<file path="config.mk">
export PLATFORM = sky130hd
export DESIGN_NAME = lsu_region_router_flat
export DESIGN_NICKNAME = d
export VERILOG_FILES = /design/src/rtl/lsu_router_pkg.sv /design/src/rtl/lsu_region_router_if.sv /design/src/rtl/lsu_region_router_match.sv /design/src/rtl/lsu_region_router.sv /design/src/flat_wrapper.sv
export SDC_FILE = /design/constraint.sdc
export NUM_CORES = 1
export LEC_CHECK = 0
export CELL_PAD_IN_SITES_DETAIL_PLACEMENT = 0
export CELL_PAD_IN_SITES_GLOBAL_PLACEMENT = 1
export CORE_MARGIN = 4
export CORE_UTILIZATION = 29
export CTS_BUF_LIST = sky130_fd_sc_hd__clkbuf_4
export DETAILED_ROUTE_END_ITERATION = 10
export PLACE_DENSITY_LB_ADDON = 0.1
export SYNTH_ARGS = -nofsm -noshare
export SYNTH_HDL_FRONTEND = slang
export SYNTH_SLANG_ARGS = --single-unit
</file>
<file path="constraint.sdc">
create_clock -name i_clk -period 2.5 [get_ports i_clk]
set_input_delay 0.625 -clock i_clk [delete_from_list [all_inputs] [get_ports i_clk]]
set_output_delay 0.625 -clock i_clk [all_outputs]
set_load 0.005 [all_outputs]
</file>
<file path="src/rtl/lsu_router_pkg.sv">
// Shared constants and types for the LSU region router: default region windows,
// region index type and fault counter width.
package lsu_router_pkg;

    localparam int FAULT_CNT_W   = 8;
    localparam int N_REGION_DFLT = 4;

    localparam logic [15:0] DMEM_BASE = 16'h2000;
    localparam logic [15:0] DMEM_MASK = 16'hE000;
    localparam logic [15:0] OUTP_BASE = 16'h7000;
    localparam logic [15:0] OUTP_MASK = 16'hFFC0;
    localparam logic [15:0] INP_BASE  = 16'h7800;
    localparam logic [15:0] INP_MASK  = 16'hFFC0;
    // Small window inside DMEM; it only ever wins when DMEM is moved away.
    localparam logic [15:0] DBUF_BASE = 16'h2000;
    localparam logic [15:0] DBUF_MASK = 16'hFF00;

    typedef logic [$clog2(N_REGION_DFLT)-1:0] rgn_idx_t;

endpackage

</file>
<file path="src/rtl/lsu_region_router_if.sv">
// LSU-side request bus, region-side select/data bus, load return and fault record.
// The router is the slave; the LSU plus region banks together form the master.
interface lsu_region_router_if
    import lsu_router_pkg::*;
#(
    parameter int ADDR_W   = 16,
    parameter int DATA_W   = 32,
    parameter int N_REGION = 4
);
    // No backpressure: a request is taken in every cycle i_lsu_vld is high and
    // every region must accept the access presented on o_rgn_* that same cycle.
    logic                     i_lsu_vld;
    logic                     i_lsu_we;
    logic [ADDR_W-1:0]        i_lsu_addr;
    logic [DATA_W-1:0]        i_lsu_wdata;
    logic [DATA_W/8-1:0]      i_lsu_bmask;
    logic [N_REGION-1:0]      o_rgn_sel;
    logic                     o_rgn_we;
    logic [ADDR_W-1:0]        o_rgn_addr;
    logic [DATA_W-1:0]        o_rgn_wdata;
    logic [DATA_W/8-1:0]      o_rgn_bmask;
    logic [N_REGION*DATA_W-1:0] i_rgn_rdata;
    logic                     o_ld_vld;
    logic [DATA_W-1:0]        o_ld_data;
    logic                     o_fault;
    logic [ADDR_W-1:0]        o_fault_addr;
    logic [FAULT_CNT_W-1:0]   o_fault_cnt;
    logic                     i_fault_clr;

    modport slave (
        input  i_lsu_vld, i_lsu_we, i_lsu_addr, i_lsu_wdata, i_lsu_bmask,
        input  i_rgn_rdata, i_fault_clr,
        output o_rgn_sel, o_rgn_we, o_rgn_addr, o_rgn_wdata, o_rgn_bmask,
        output o_ld_vld, o_ld_data, o_fault, o_fault_addr, o_fault_cnt
    );

    modport master (
        output i_lsu_vld, i_lsu_we, i_lsu_addr, i_lsu_wdata, i_lsu_bmask,
        output i_rgn_rdata, i_fault_clr,
        input  o_rgn_sel, o_rgn_we, o_rgn_addr, o_rgn_wdata, o_rgn_bmask,
        input  o_ld_vld, o_ld_data, o_fault, o_fault_addr, o_fault_cnt
    );

endinterface

</file>
<file path="src/rtl/lsu_region_router_match.sv">
// Combinational base/mask window match with lowest-index priority:
// one-hot winner, its encoded index and an any-hit flag.
module lsu_region_match #(
    parameter int ADDR_W   = 16,
    parameter int N_REGION = 4,
    parameter int IDX_W    = 2,
    parameter logic [N_REGION-1:0][ADDR_W-1:0] RGN_BASE = '0,
    parameter logic [N_REGION-1:0][ADDR_W-1:0] RGN_MASK = '0
) (
    input  logic [ADDR_W-1:0]   i_addr,
    output logic [N_REGION-1:0] o_hit_oh,
    output logic [IDX_W-1:0]    o_hit_idx,
    output logic                o_hit_any
);

    always_comb begin
        o_hit_oh  = '0;
        o_hit_idx = '0;
        o_hit_any = 1'b0;
        // Walk downwards so the lowest matching index overwrites the rest.
        for (int k = N_REGION - 1; k >= 0; k--) begin
            if (((i_addr ^ RGN_BASE[k]) & RGN_MASK[k]) == '0) begin
                o_hit_oh    = '0;
                o_hit_oh[k] = 1'b1;
                o_hit_idx   = IDX_W'(k);
                o_hit_any   = 1'b1;
            end
        end
    end

endmodule

</file>
<file path="src/rtl/lsu_region_router.sv">
// LSU address router: registered region select, tracked two-stage load return and
// sticky fault record. Define LSU_ROUTER_ALIGN_CHECK_EN to also fault misaligned accesses.
module lsu_region_router
    import lsu_router_pkg::*;
#(
    parameter int ADDR_W   = 16,
    parameter int DATA_W   = 32,
    parameter int N_REGION = 4,
    parameter logic [N_REGION-1:0][ADDR_W-1:0] RGN_BASE = {DBUF_BASE, INP_BASE, DMEM_BASE, OUTP_BASE},
    parameter logic [N_REGION-1:0][ADDR_W-1:0] RGN_MASK = {DBUF_MASK, INP_MASK, DMEM_MASK, OUTP_MASK}
) (
    input  logic                i_clk,
    input  logic                i_rst_n,
    lsu_region_router_if.slave  bus
);

    localparam int IDX_W = (N_REGION > 1) ? $clog2(N_REGION) : 1;
    localparam int BE_W  = DATA_W / 8;

    logic [N_REGION-1:0]    w_hit_oh;
    logic [IDX_W-1:0]       w_hit_idx;
    logic                   w_hit_any;
    logic                   w_misalign;
    logic                   w_fault;

    logic [N_REGION-1:0]    r_sel;
    logic                   r_we;
    logic [ADDR_W-1:0]      r_addr;
    logic [DATA_W-1:0]      r_wdata;
    logic [BE_W-1:0]        r_bmask;
    logic                   r_fault;
    logic                   r_ld_p1;
    logic                   r_ld_map;
    logic [IDX_W-1:0]       r_ld_idx;
    logic                   r_ld_vld;
    logic [DATA_W-1:0]      r_ld_data;
    logic                   r_sticky;
    logic [ADDR_W-1:0]      r_fault_addr;
    logic [FAULT_CNT_W-1:0] r_fault_cnt;

    lsu_region_match #(
        .ADDR_W   (ADDR_W),
        .N_REGION (N_REGION),
        .IDX_W    (IDX_W),
        .RGN_BASE (RGN_BASE),
        .RGN_MASK (RGN_MASK)
    ) u_match (
        .i_addr    (bus.i_lsu_addr),
        .o_hit_oh  (w_hit_oh),
        .o_hit_idx (w_hit_idx),
        .o_hit_any (w_hit_any)
    );

`ifdef LSU_ROUTER_ALIGN_CHECK_EN
    function automatic logic f_misaligned(input logic [BE_W-1:0] be, input logic [1:0] a_lo);
        logic [7:0] ones;
        logic [7:0] runs;
        logic       prev;
        ones = '0;
        runs = '0;
        prev = 1'b0;
        for (int i = 0; i < BE_W; i++) begin
            if (be[i]) ones = ones + 8'd1;
            if (be[i] && !prev) runs = runs + 8'd1;
            prev = be[i];
        end
        // More than one run of set bits means the enables are non-contiguous.
        return (runs > 8'd1) ||
               (ones == 8'd2 && runs == 8'd1 && a_lo[0]) ||
               ((&be) && (a_lo != 2'b00));
    endfunction

    assign w_misalign = f_misaligned(bus.i_lsu_bmask, bus.i_lsu_addr[1:0]);
`else
    assign w_misalign = 1'b0;
`endif

    assign w_fault = bus.i_lsu_vld && (!w_hit_any || w_misalign);

    always_ff @(posedge i_clk) begin
        if (!i_rst_n) begin
            r_sel     <= '0;
            r_we      <= 1'b0;
            r_addr    <= '0;
            r_wdata   <= '0;
            r_bmask   <= '0;
            r_fault   <= 1'b0;
            r_ld_p1   <= 1'b0;
            r_ld_map  <= 1'b0;
            r_ld_idx  <= '0;
            r_ld_vld  <= 1'b0;
            r_ld_data <= '0;
        end else begin
            r_sel    <= (bus.i_lsu_vld && !w_fault) ? w_hit_oh : '0;
            r_we     <= bus.i_lsu_vld && bus.i_lsu_we && !w_fault;
            r_fault  <= w_fault;
            r_ld_p1  <= bus.i_lsu_vld && !bus.i_lsu_we;
            r_ld_map <= !w_fault;
            r_ld_idx <= w_hit_idx;
            if (bus.i_lsu_vld) begin
                r_addr  <= bus.i_lsu_addr;
                r_wdata <= bus.i_lsu_wdata;
                r_bmask <= bus.i_lsu_bmask;
            end
            // Region read data is valid in the cycle after select; faulted loads return zero.
            r_ld_vld <= r_ld_p1;
            if (r_ld_p1) begin
                r_ld_data <= r_ld_map ? bus.i_rgn_rdata[r_ld_idx*DATA_W +: DATA_W] : '0;
            end
        end
    end

    always_ff @(posedge i_clk) begin
        if (!i_rst_n) begin
            r_sticky     <= 1'b0;
            r_fault_addr <= '0;
            r_fault_cnt  <= '0;
        end else if (bus.i_fault_clr) begin
            // Clear drops the old record; a coincident fault starts the new one.
            r_sticky     <= w_fault;
            r_fault_addr <= w_fault ? bus.i_lsu_addr : '0;
            r_fault_cnt  <= w_fault ? FAULT_CNT_W'(1) : '0;
        end else if (w_fault) begin
            r_sticky <= 1'b1;
            if (!r_sticky) r_fault_addr <= bus.i_lsu_addr;
            if (r_fault_cnt != {FAULT_CNT_W{1'b1}}) r_fault_cnt <= r_fault_cnt + FAULT_CNT_W'(1);
        end
    end

    assign bus.o_rgn_sel    = r_sel;
    assign bus.o_rgn_we     = r_we;
    assign bus.o_rgn_addr   = r_addr;
    assign bus.o_rgn_wdata  = r_wdata;
    assign bus.o_rgn_bmask  = r_bmask;
    assign bus.o_ld_vld     = r_ld_vld;
    assign bus.o_ld_data    = r_ld_data;
    assign bus.o_fault      = r_fault;
    assign bus.o_fault_addr = r_fault_addr;
    assign bus.o_fault_cnt  = r_fault_cnt;

endmodule

</file>
<file path="src/flat_wrapper.sv">
// flat-port wrapper written by rule: the top's interface ports become plain ports
module lsu_region_router_flat import lsu_router_pkg::*;
#(
    parameter int ADDR_W   = 16,
    parameter int DATA_W   = 32,
    parameter int N_REGION = 4,
    parameter logic [N_REGION-1:0][ADDR_W-1:0] RGN_BASE = {DBUF_BASE, INP_BASE, DMEM_BASE, OUTP_BASE},
    parameter logic [N_REGION-1:0][ADDR_W-1:0] RGN_MASK = {DBUF_MASK, INP_MASK, DMEM_MASK, OUTP_MASK}
)
  (i_clk, i_rst_n, bus_i_lsu_vld, bus_i_lsu_we, bus_i_lsu_addr, bus_i_lsu_wdata, bus_i_lsu_bmask, bus_i_rgn_rdata, bus_i_fault_clr, bus_o_rgn_sel, bus_o_rgn_we, bus_o_rgn_addr, bus_o_rgn_wdata, bus_o_rgn_bmask, bus_o_ld_vld, bus_o_ld_data, bus_o_fault, bus_o_fault_addr, bus_o_fault_cnt);
  lsu_region_router_if #(.ADDR_W(ADDR_W), .DATA_W(DATA_W), .N_REGION(N_REGION)) bus_i ();
  input  logic i_clk;
  input  logic i_rst_n;
  input wire logic [$bits(bus_i.i_lsu_vld)-1:0] bus_i_lsu_vld;
  input wire logic [$bits(bus_i.i_lsu_we)-1:0] bus_i_lsu_we;
  input wire logic [$bits(bus_i.i_lsu_addr)-1:0] bus_i_lsu_addr;
  input wire logic [$bits(bus_i.i_lsu_wdata)-1:0] bus_i_lsu_wdata;
  input wire logic [$bits(bus_i.i_lsu_bmask)-1:0] bus_i_lsu_bmask;
  input wire logic [$bits(bus_i.i_rgn_rdata)-1:0] bus_i_rgn_rdata;
  input wire logic [$bits(bus_i.i_fault_clr)-1:0] bus_i_fault_clr;
  output wire logic [$bits(bus_i.o_rgn_sel)-1:0] bus_o_rgn_sel;
  output wire logic [$bits(bus_i.o_rgn_we)-1:0] bus_o_rgn_we;
  output wire logic [$bits(bus_i.o_rgn_addr)-1:0] bus_o_rgn_addr;
  output wire logic [$bits(bus_i.o_rgn_wdata)-1:0] bus_o_rgn_wdata;
  output wire logic [$bits(bus_i.o_rgn_bmask)-1:0] bus_o_rgn_bmask;
  output wire logic [$bits(bus_i.o_ld_vld)-1:0] bus_o_ld_vld;
  output wire logic [$bits(bus_i.o_ld_data)-1:0] bus_o_ld_data;
  output wire logic [$bits(bus_i.o_fault)-1:0] bus_o_fault;
  output wire logic [$bits(bus_i.o_fault_addr)-1:0] bus_o_fault_addr;
  output wire logic [$bits(bus_i.o_fault_cnt)-1:0] bus_o_fault_cnt;
  assign bus_i.i_lsu_vld = bus_i_lsu_vld;
  assign bus_i.i_lsu_we = bus_i_lsu_we;
  assign bus_i.i_lsu_addr = bus_i_lsu_addr;
  assign bus_i.i_lsu_wdata = bus_i_lsu_wdata;
  assign bus_i.i_lsu_bmask = bus_i_lsu_bmask;
  assign bus_i.i_rgn_rdata = bus_i_rgn_rdata;
  assign bus_i.i_fault_clr = bus_i_fault_clr;
  assign bus_o_rgn_sel = bus_i.o_rgn_sel;
  assign bus_o_rgn_we = bus_i.o_rgn_we;
  assign bus_o_rgn_addr = bus_i.o_rgn_addr;
  assign bus_o_rgn_wdata = bus_i.o_rgn_wdata;
  assign bus_o_rgn_bmask = bus_i.o_rgn_bmask;
  assign bus_o_ld_vld = bus_i.o_ld_vld;
  assign bus_o_ld_data = bus_i.o_ld_data;
  assign bus_o_fault = bus_i.o_fault;
  assign bus_o_fault_addr = bus_i.o_fault_addr;
  assign bus_o_fault_cnt = bus_i.o_fault_cnt;
  lsu_region_router #(.ADDR_W(ADDR_W), .DATA_W(DATA_W), .N_REGION(N_REGION), .RGN_BASE(RGN_BASE), .RGN_MASK(RGN_MASK)) u_core (.i_clk(i_clk), .i_rst_n(i_rst_n), .bus(bus_i));
endmodule
</file>
==> metrics.cfg <==
[status]
status=completed

[cells_and_area]
final_common_cell=clkdlybuf4s50_1
multiInputGateArea_um2=2720
final_cell_mix=clkdlybuf4s50_1, dfxtp_1, nor2b_1
fillers=1647
nNetsFinal=991
drive_gt1_share_pct=11.6
final_util_pct=49.7
seqCellArea_um2=2400
area_delta_synth_final_pct=68.5

[floorplanning]
die_x_um=143
rows=49
fp.dieH_um=143
start_util_pct=29.5
coreArea_um2=18000
dieArea_um2=20500
num_io_pins=300

[yosys]
synth_top_area_cell=dfxtp_1
synth_area_um2=5300
avgSynthCellArea_um2=10.6
syn_nets=686
synth_edf_count=0
syn_inst=500
synthArstFlopShare_pct=0
synth_top_area_share_pct=45.4
synth_ff_type=dfxtp_1
synth.area.top_cells=dfxtp_1, mux4_2, mux2i_1, nor2b_1, a21oi_1
yosysSeqAreaShare_pct=45.4
ys_ff_latch=120
synth_cell_type_count=42
yosys_warnings=0

[critical_path]
path_cells=clkdlybuf4s50_1 > nand4b_1 > nor4_2 > buf_4 > nor3_4 > mux2i_1
path_max_fanout=16
required_ns=2.95
r2r_slack_ns=0.83
critPathLaunchType=input pin
arrival_ns=2.64
critPathKind=in2reg
cpPeakStageDelay_ns=0.80
worstSetupEndpointType=register
slowest_stage=nor3_4

[routing]
wire_per_inst_um=18.0
drc=0
vias_per_cell=4.70
dr.pass1.iters=5
drt_iter0_markers=181
num_vias=4923
ant_nets=0
wirelength_um=18900

[timing]
final.period_utilization_pct=87.8
hold_viol_final=0
period_minus_slack_ns=2.19
setup_viol=0
max_slew_margin_pct=34.7
holdWs_ns=0.466
clock.fmax_ghz=0.456
maxSlewViolCount=0
rsz0062_at_grt=false
fin_worst_skew_ns=0.0165
worst_pin_slew_ns=0.977

[clocking]
holdBufCountCts=0
clk_pin_slew_ns=0.11
postCtsSetupRepairBufs=0
clkLatencyLatePin_ns=0.53
cts_inserted_buffers=17
cts_root_buffer=clkbuf_4
cts_tree=done
cts_max_path_buffers=2
cts_resized=0
cts_max_level=4
clock_sinks=120

[power]
power_leakage_uw=0.00338
power_density_nw_per_um2=492
p_comb_share_pct=17.8
power.switching_uw=1080
sw_frac_of_total_pct=24.5
ir_worst_vdd_v=0.000297
clockPowerShare_pct=35.9
p_int_uw=3310
power_frac_seq_pct=46.2

[grt]
grt-ovfl-total=0
grt_max_degree=42
antenna_found_initial=2
grt_pass1_wl_um=28000
track_usage_pct=17.7
grt_pass1_vias=5147

[placement]
globalplace.congestion=0.789
io_buffers=299
dp_hpwl_um=14600

[run]
drv_cap=0

[hold_path]
hp-class=reg2reg

Yosys cell counts, drive strengths merged, types with 2 or more instances:
cell type  number
dfxtp         120
o31ai           3
nor2b          78
a21oi          39
or3             2
nor2           49
and2            3
clkbuf         23
nand2          36
nand3           5
nor3            3
or4             3
buf            13
a311oi          2
mux2i          68
mux4           32
layer usage:
metal / GRT usage [%] / wire length [um] / vias to the layer above
li1: - / - / 2370
met1: 19.7 / 7300 / 2303
met3: 7.90 / 2200 / 26
met2: 29.9 / 8920 / 222
met5: 0 / 13 / -
met4: 6.70 / 448 / 2
sequential cells by signal, summed over array words and instances, names as in the netlist:
signal                   flops
u_core.bus.o_rgn_we          1
u_core.r_ld_p1               1
u_core.bus.o_ld_vld          1
u_core.bus.o_fault           1
u_core.bus.o_fault_addr     16
u_core.bus.o_fault_cnt       8
u_core.bus.o_rgn_bmask       4
u_core.r_ld_map              1
u_core.bus.o_rgn_sel         4
u_core.bus.o_ld_data        32
u_core.r_sticky              1
u_core.bus.o_rgn_wdata      32
u_core.r_ld_idx              2
u_core.bus.o_rgn_addr       16
power groups by stage:
| stage | registers [uW] | logic [uW] | clock network (uW) |
|---|---|---|---|
| 2_1_floorplan | 2080 | 255 | 0 |
| 3_3_place_gp | 2070 | 782 | 0 |
| 3_5_place_dp | 2070 | 790 | 0 |
| 4_1_cts | 2030 | 796 | 1640 |
| 5_1_grt | 2040 | 841 | 1740 |
| 6_report | 2030 | 782 | 1580 |
path summary, 6_finish.rpt:
check	depth (start not counted)	to	from
worst max-delay path	6	u_core.bus.o_fault_addr[14]	bus_i_lsu_addr[15]
worst min-delay path	2	u_core.bus.o_fault_addr[15]	u_core.bus.o_fault_addr[15]
worst max register to register	5	u_core.bus.o_fault_cnt[4]	u_core.bus.o_fault_cnt[0]
worst min register to register	2	u_core.bus.o_fault_addr[15]	u_core.bus.o_fault_addr[15]
critical path, delay by kind of cell:
family | cells | cell delay (ns)
multiplexers | 1 | 0.28
buffers and inverters | 2 | 0.68
AND/OR/NAND/NOR | 3 | 1.05
cells by family (layout without fill, tap and decap cells):
group | count (synthesis) | count (layout) | synth area share, %
other | 1 | 2 | 0.0708
and+or+nand+nor | 187 | 187 | 18.7
AOI/OAI and AO/OA | 53 | 53 | 5.95
muxes | 100 | 100 | 26.5
adders and majority gates | 1 | 1 | 0.236
buffers and inverters | 38 | 356 | 3.24
DFF | 120 | 120 | 45.4
cell type report:
type | count | share of cell area (%)
repair buffers | 322 | 35.5
clock buffers | 17 | 1.43
clock inverters | 15 | 2.27
flip-flops and latches | 120 | 26.9
well taps | 229 | 3.21
inverters | 2 | 0.0841
diodes | 1 | 0.0280
multi-input cells | 342 | 30.5
per-stage QoR:
step,area [um2],total power (uW),worst slack [ns],setup TNS (ns),cells
3_5_place_dp,8590,2860,-0.251,-3.71,1015
3_3_place_gp,8590,2850,-0.139,-2.22,1015
5_1_grt,8920,4620,0.228,0,1048
2_1_floorplan,5300,2330,0.556,0,500
4_1_cts,8920,4470,0.277,0,1047
6_report,8920,4390,0.305,0,1048
(Power assumes the default switching activity.)
